$ cat config.mk
export PLATFORM = sky130hd
export DESIGN_NAME = timing_metric_gen
export DESIGN_NICKNAME = d
export VERILOG_FILES = /design/src/rtl/tmg_pkg.sv /design/src/rtl/tmg_diff_sq.sv /design/src/rtl/timing_metric_gen.sv
export SDC_FILE = /design/constraint.sdc
export NUM_CORES = 2
export LEC_CHECK = 0
export ABC_AREA = 1
export CAP_MARGIN = 20
export CORE_UTILIZATION = 65
export DETAILED_ROUTE_END_ITERATION = 8
export PLACE_DENSITY_LB_ADDON = 0.05
export SYNTH_ARGS = -nofsm -noshare
export SYNTH_HDL_FRONTEND = slang
export SYNTH_SLANG_ARGS = --single-unit
$ cat constraint.sdc
create_clock -name clk -period 14.8 [get_ports clk]
set_clock_uncertainty 0.15 [all_clocks]
set_input_delay 2.96 -clock clk [delete_from_list [all_inputs] [get_ports clk]]
set_output_delay 2.96 -clock clk [all_outputs]
set_load 0.01 [all_outputs]
$ cat src/rtl/tmg_pkg.sv
// rtl/tmg_pkg.sv - shared widths, saturation limit and FSM states for timing_metric_gen
package tmg_pkg;
  localparam int TMG_SAMP_W = 16;
  localparam int TMG_IDX_W  = 13;
  localparam int TMG_MET_W  = 36;
  localparam logic [TMG_MET_W-1:0] TMG_SAT = 36'hFFFFFFFFF;

  typedef enum logic [2:0] {
    ST_IDLE,
    ST_PRIME,
    ST_ACCUM,
    ST_DRAIN,
    ST_CLEAR,
    ST_DUMP
  } tmg_state_e;
endpackage

$ cat src/rtl/tmg_diff_sq.sv
// rtl/tmg_diff_sq.sv - registered slope-energy stage: m = (x.i-prev.i)^2 + (x.q-prev.q)^2
module tmg_diff_sq import tmg_pkg::*; #(
  parameter int PH_W = 3
) (
  input  logic                  clk,
  input  logic                  rst_n,
  input  logic                  prime,
  input  logic                  accum,
  input  logic [TMG_SAMP_W-1:0] x_i,
  input  logic [TMG_SAMP_W-1:0] x_q,
  input  logic [PH_W-1:0]       phase,
  output logic [32:0]           m,
  output logic                  m_valid,
  output logic [PH_W-1:0]       m_phase
);
  logic [TMG_SAMP_W-1:0] prev_i_q, prev_i_d, prev_q_q, prev_q_d;
  logic [32:0]           m_q, m_d;
  logic                  m_valid_q, m_valid_d;
  logic [PH_W-1:0]       m_phase_q, m_phase_d;

  logic [16:0]        di, dq;
  logic signed [33:0] di_x, dq_x, sq_i, sq_q;

  always_comb begin
    prev_i_d  = prev_i_q;
    prev_q_d  = prev_q_q;
    m_d       = m_q;
    m_valid_d = 1'b0;
    m_phase_d = m_phase_q;
    // Sign-extend to 17b before subtracting so full-scale swings cannot wrap.
    di   = {x_i[15], x_i} - {prev_i_q[15], prev_i_q};
    dq   = {x_q[15], x_q} - {prev_q_q[15], prev_q_q};
    di_x = $signed({{17{di[16]}}, di});
    dq_x = $signed({{17{dq[16]}}, dq});
    sq_i = di_x * di_x;
    sq_q = dq_x * dq_x;
    if (prime || accum) begin
      prev_i_d = x_i;
      prev_q_d = x_q;
    end
    if (accum) begin
      m_d       = 33'(sq_i + sq_q);
      m_valid_d = 1'b1;
      m_phase_d = phase;
    end
  end

  always_ff @(posedge clk) begin
    if (!rst_n) begin
      prev_i_q  <= '0;
      prev_q_q  <= '0;
      m_q       <= '0;
      m_valid_q <= 1'b0;
      m_phase_q <= '0;
    end else begin
      prev_i_q  <= prev_i_d;
      prev_q_q  <= prev_q_d;
      m_q       <= m_d;
      m_valid_q <= m_valid_d;
      m_phase_q <= m_phase_d;
    end
  end

  assign m       = m_q;
  assign m_valid = m_valid_q;
  assign m_phase = m_phase_q;
endmodule

$ cat src/rtl/timing_metric_gen.sv
// rtl/timing_metric_gen.sv - per-phase slope-energy accumulation and dump to the min finder
// Optional TMG_SAT_FLAG_EN adds a sticky sat_flag output.
module timing_metric_gen import tmg_pkg::*; #(
  parameter int OSR  = 8,
  parameter int NSYM = 64
) (
  input  logic                  clk,
  input  logic                  rst_n,
  input  logic                  start,
  input  logic                  s_valid,
  input  logic [TMG_SAMP_W-1:0] s_i,
  input  logic [TMG_SAMP_W-1:0] s_q,
  output logic                  busy,
  output logic                  mf_clr,
  output logic                  out_en,
  output logic [TMG_IDX_W-1:0]  out_idx,
  output logic [TMG_MET_W-1:0]  out_metric,
`ifdef TMG_SAT_FLAG_EN
  output logic                  sat_flag,
`endif
  output logic                  done
);
  localparam int PH_W  = (OSR > 1) ? $clog2(OSR) : 1;
  localparam int SYM_W = $clog2(NSYM + 1);

  tmg_state_e state_q, state_d;
  logic [PH_W-1:0]      phase_q, phase_d;
  logic [SYM_W-1:0]     sym_q, sym_d;
  logic                 done_q, done_d;
  logic [TMG_MET_W-1:0] acc_q [OSR];
  logic [TMG_MET_W-1:0] acc_d [OSR];

  logic            start_acc, prime_en, accum_en;
  logic [32:0]     m;
  logic            m_valid, sat;
  logic [PH_W-1:0] m_phase;
  logic [36:0]     sum;

  assign start_acc = (state_q == ST_IDLE) && start;
  assign prime_en  = (state_q == ST_PRIME) && s_valid;
  assign accum_en  = (state_q == ST_ACCUM) && s_valid;

  tmg_diff_sq #(.PH_W(PH_W)) u_diff_sq (
    .clk     (clk),
    .rst_n   (rst_n),
    .prime   (prime_en),
    .accum   (accum_en),
    .x_i     (s_i),
    .x_q     (s_q),
    .phase   (phase_q),
    .m       (m),
    .m_valid (m_valid),
    .m_phase (m_phase)
  );

  always_comb begin
    state_d = state_q;
    phase_d = phase_q;
    sym_d   = sym_q;
    done_d  = 1'b0;
    case (state_q)
      ST_IDLE: begin
        if (start) begin
          state_d = ST_PRIME;
          phase_d = '0;
          sym_d   = '0;
        end
      end
      ST_PRIME: if (s_valid) state_d = ST_ACCUM;
      ST_ACCUM: begin
        if (s_valid) begin
          if (phase_q == PH_W'(OSR - 1)) begin
            phase_d = '0;
            sym_d   = sym_q + 1'b1;
            if (sym_q == SYM_W'(NSYM - 1)) state_d = ST_DRAIN;
          end else begin
            phase_d = phase_q + 1'b1;
          end
        end
      end
      // One cycle lets the final registered square land in its accumulator.
      ST_DRAIN: state_d = ST_CLEAR;
      ST_CLEAR: state_d = ST_DUMP;
      ST_DUMP: begin
        if (phase_q == PH_W'(OSR - 1)) begin
          phase_d = '0;
          state_d = ST_IDLE;
          done_d  = 1'b1;
        end else begin
          phase_d = phase_q + 1'b1;
        end
      end
      default: state_d = ST_IDLE;
    endcase
  end

  always_comb begin
    sum = {1'b0, acc_q[m_phase]} + {4'd0, m};
    sat = (sum >= {1'b0, TMG_SAT});
    for (int p = 0; p < OSR; p++) acc_d[p] = start_acc ? '0 : acc_q[p];
    if (m_valid) acc_d[m_phase] = sat ? TMG_SAT : sum[TMG_MET_W-1:0];
  end

  always_ff @(posedge clk) begin
    if (!rst_n) begin
      state_q <= ST_IDLE;
      phase_q <= '0;
      sym_q   <= '0;
      done_q  <= 1'b0;
      for (int p = 0; p < OSR; p++) acc_q[p] <= '0;
    end else begin
      state_q <= state_d;
      phase_q <= phase_d;
      sym_q   <= sym_d;
      done_q  <= done_d;
      for (int p = 0; p < OSR; p++) acc_q[p] <= acc_d[p];
    end
  end

`ifdef TMG_SAT_FLAG_EN
  logic sat_flag_q, sat_flag_d;

  always_comb begin
    sat_flag_d = start_acc ? 1'b0 : (sat_flag_q | (m_valid & sat));
  end

  always_ff @(posedge clk) begin
    if (!rst_n) sat_flag_q <= 1'b0;
    else        sat_flag_q <= sat_flag_d;
  end

  assign sat_flag = sat_flag_q;
`endif

  assign mf_clr     = (state_q == ST_CLEAR);
  assign out_en     = (state_q == ST_DUMP);
  assign out_idx    = out_en ? {{(TMG_IDX_W - PH_W){1'b0}}, phase_q} : '0;
  assign out_metric = out_en ? acc_q[phase_q] : '0;
  assign busy       = (state_q != ST_IDLE) || done_q;
  assign done       = done_q;
endmodule

==> impl_results.md <==
- H-Tree Depth: 2
- Starting density of the core: 65.85%
- HP Class: register to register
- Vias in the first global route: 38120
- DRT iter0 DRCs: 4703
- Largest stage delay, worst path: 0.67 ns
- Main synth FF type: dfxtp_1
- Mux contribution to synthesized area: 0%
- XOR/XNOR share of the synthesized area: 1.572%
- Pre-antenna DRT Iters: 9
- CP required: 15.17 ns
- Routability cong.: 0.9933
- Die area: 67880 µm²
- CP endpoint kind: register
- Pins Over Slew Limit: 0
- Synthesis-stage register bit count: 377
- DRC viols: 6
- Vias/cell: 5.860
- Post-CTS Setup Bufs: 0
- Syn Area/Cell: 7.222 µm²
- Sink Count: 377
- Final Setup Violations: 0
- Die width: 260.5 µm
- Critical path's slowest cell: nand2_1
- Reg2Reg Depth: 30
- # port buffers: 78
- Post-Synthesis Cells: 6016
- Arrival time worst endpoint: 12.86 ns
- WS Path Type: input port to register
- Placed instance area: 44330 µm²
- Clock transition at path regs: 0.06 ns
- Dpl ws: 1.924 ns
- TritonCTS clock tree: done
- Post-synthesis adder-cell area fraction: 33.16%
- Routed Antenna Nets: 0
- Register-to-register setup slack: 4.87 ns
- Area of the core: 65980 µm²
- Yosys Warn Count: 0
- Largest net degree at the start of global routing: 112
- Area used by multi-input combinational logic: 29450 µm²
- Outcome: complete, but fails checks
- Synth unique cells: 52
- Final HPWL DP: 94.20 mm
- Final count of hold timing violations: 0
- Diode count: 0
- Worst slew margin: 19.80%
- DR WL/cell: 19.84 µm
- Row cnt: 94
- Vias: 39730
- WL final: 134.5 mm
- Post-Synth Simple-Gate Area: 19.02%
- Antenna violations before repair: 1
- Clk root buf: clkbuf_16
- Tmin final: 12.49 ns
- Largest family of logic cells by synthesized area: adder cells
- CTS resizes: 0
- Mapped cell area: 43450 µm²
- Synth Area in Compound Gates: 13.86%
- Hold Path Depth: 2
- Synth async-reset ratio: 0%
- Maxcap violations: 0
- Grt total ovfl: 0
- Reg area: 7562 µm²
- Chip Height: 260.5 µm
- CP most frequent cell: fa_1
- Design Area, Final: 45860 µm²
- Nets: 6712
- Register area share after synthesis: 17.37%
- First-pass GRT wire length: 210.7 mm
- Worst Max-Slew Pin Slew: 1.201 ns
- Sum of negative setup slack: 0 ns
- Clock latency on the worst-skew pair: 0.61 ns
- Clk buf depth: 3
- Failing checks: DRC
- Fin worst setup slack: 2.310 ns
- Total global-route track usage: 40.18%
- RSZ-0062 raised after global routing: false
- Share of layout cells above drive strength 1: 3.127%
- Max Fclk: 0.08006 GHz
- Synth-to-Final Area Change: 5.543%
- Crit path max fanout: 26
- Post-cts hold buffer count: 0
- Layout fillers: 5846
- Critical Path Start Type: input port
- Final Util: 69.50%
- Ratio of final minimum period to clock period: 84.39%
- Io pins: 89
- Number of synthesized flops with an enable pin: 0
- CTS Buf Count: 45
-- layer usage --
| metal | routed length, µm | GRT usage (%) | vias to the layer above |
|---|---|---|---|
| li1 | - | - | 18380 |
| met1 | 54840 | 56.70 | 18720 |
| met2 | 57450 | 59.79 | 2250 |
| met3 | 16900 | 9.693 | 376 |
| met4 | 5311 | 15.16 | 2 |
| met5 | 12 | 0 | - |
-- logic make-up (layout without fill, tap and decap cells) --
logic type,count (synthesis),after routing
flip-flops,377,377
other,1,10
AO/OA/AOI/OAI,1142,1142
buffers and inverters,1676,1568
AND/OR/NAND/NOR,1952,1952
XOR/XNOR,73,73
adder cells (fa/ha/maj),795,795
-- cell usage after synthesis, types with 22 or more instances --
cell type	number	area [µm²]
a21oi_1	465	2327
a31oi_1	73	456.7
buf_6	24	270.3
clkbuf_1	257	964.7
dfxtp_1	377	7547
fa_1	594	11890
ha_1	201	2515
inv_1	1344	5045
nand2_1	1034	3881
nand3_1	106	530.5
nand4_1	261	1633
nor2_1	489	1836
nor3_1	22	110.1
o21ai_0	524	2623
o21bai_1	28	210.2
xnor2_1	34	297.8
xor2_1	34	297.8
-- worst max-delay path: cells and delay by family --
kind	cells	cell delay (ns)
simple gates	7	1.83
buf+inv	7	1.17
fa+ha+maj	11	5.19
compound gates	7	1.69
-- state kept, by name, summed over array words and instances (netlist names), named ones only --
| signal | cells |
|---|---|
| u_diff_sq.m_valid | 1 |
| phase_q | 3 |
| acc_q | 288 |
| u_diff_sq.prev_q_q | 16 |
| u_diff_sq.m_phase | 3 |
| state_q | 3 |
| u_diff_sq.prev_i_q | 16 |
| sym_q | 7 |
| u_diff_sq.m | 33 |
| done | 1 |
-- cells in the final DEF (no fill, tap or decap), types with 3 or more instances in the layout --
cell type	netlist	routed
nor3_1	22	21
nand2_1	1034	1032
nand4_1	261	261
a21oi_1	465	465
clkbuf_1	257	10
fa_1	594	594
inv_4	0	3
inv_6	0	3
xnor2_1	34	34
inv_2	5	19
inv_1	1344	1327
clkinv_1	10	8
a21o_1	4	4
clkbuf_8	0	12
a21boi_0	3	3
dfxtp_4	0	4
nand3_1	106	106
a211oi_1	5	5
clkbuf_16	0	45
o21bai_1	28	28
nor2_1	489	488
dfxtp_1	377	373
and2_1	4	4
o21ai_0	524	524
clkinv_2	0	8
o211ai_1	16	16
clkdlybuf4s50_1	0	77
ha_1	201	201
buf_4	11	47
conb_1	1	10
xor2_2	3	3
o21a_1	8	8
nor3_2	2	3
nand3b_1	7	7
xor2_1	34	34
a31oi_1	73	73
or2_2	21	21
-- metrics by stage --
stage,hold slack (ns),instances
global route,0.3222,6781
detailed placement,0.3008,6696
CTS,0.3097,6779
floorplan,0.2831,6025
global placement,0.2935,6696
finish,0.3069,6781
-- layout make-up --
type	instances	area share [%]
multi-input combinational	3972	64.21
sequential	377	16.49
inverter	1359	11.15
clock buffer	67	2.898
timing repair buffer	126	2.505
tap	864	2.357
clock inverter	16	0.3874
-- path summary, 6_finish.rpt --
check                                                         from                            endpoint
worst max register to register  u_diff_sq.prev_i_q[0]$_SDFFE_PN0P_        u_diff_sq.m[29]$_SDFFE_PN0P_
worst max-delay path                                        s_i[0]        u_diff_sq.m[29]$_SDFFE_PN0P_
worst min register to register  u_diff_sq.prev_i_q[8]$_SDFFE_PN0P_  u_diff_sq.prev_i_q[8]$_SDFFE_PN0P_
worst min-delay path            u_diff_sq.prev_i_q[8]$_SDFFE_PN0P_  u_diff_sq.prev_i_q[8]$_SDFFE_PN0P_
Power is not shown: default switching activity piles up to over one toggle a cycle in this logic, so the estimate is an artifact.
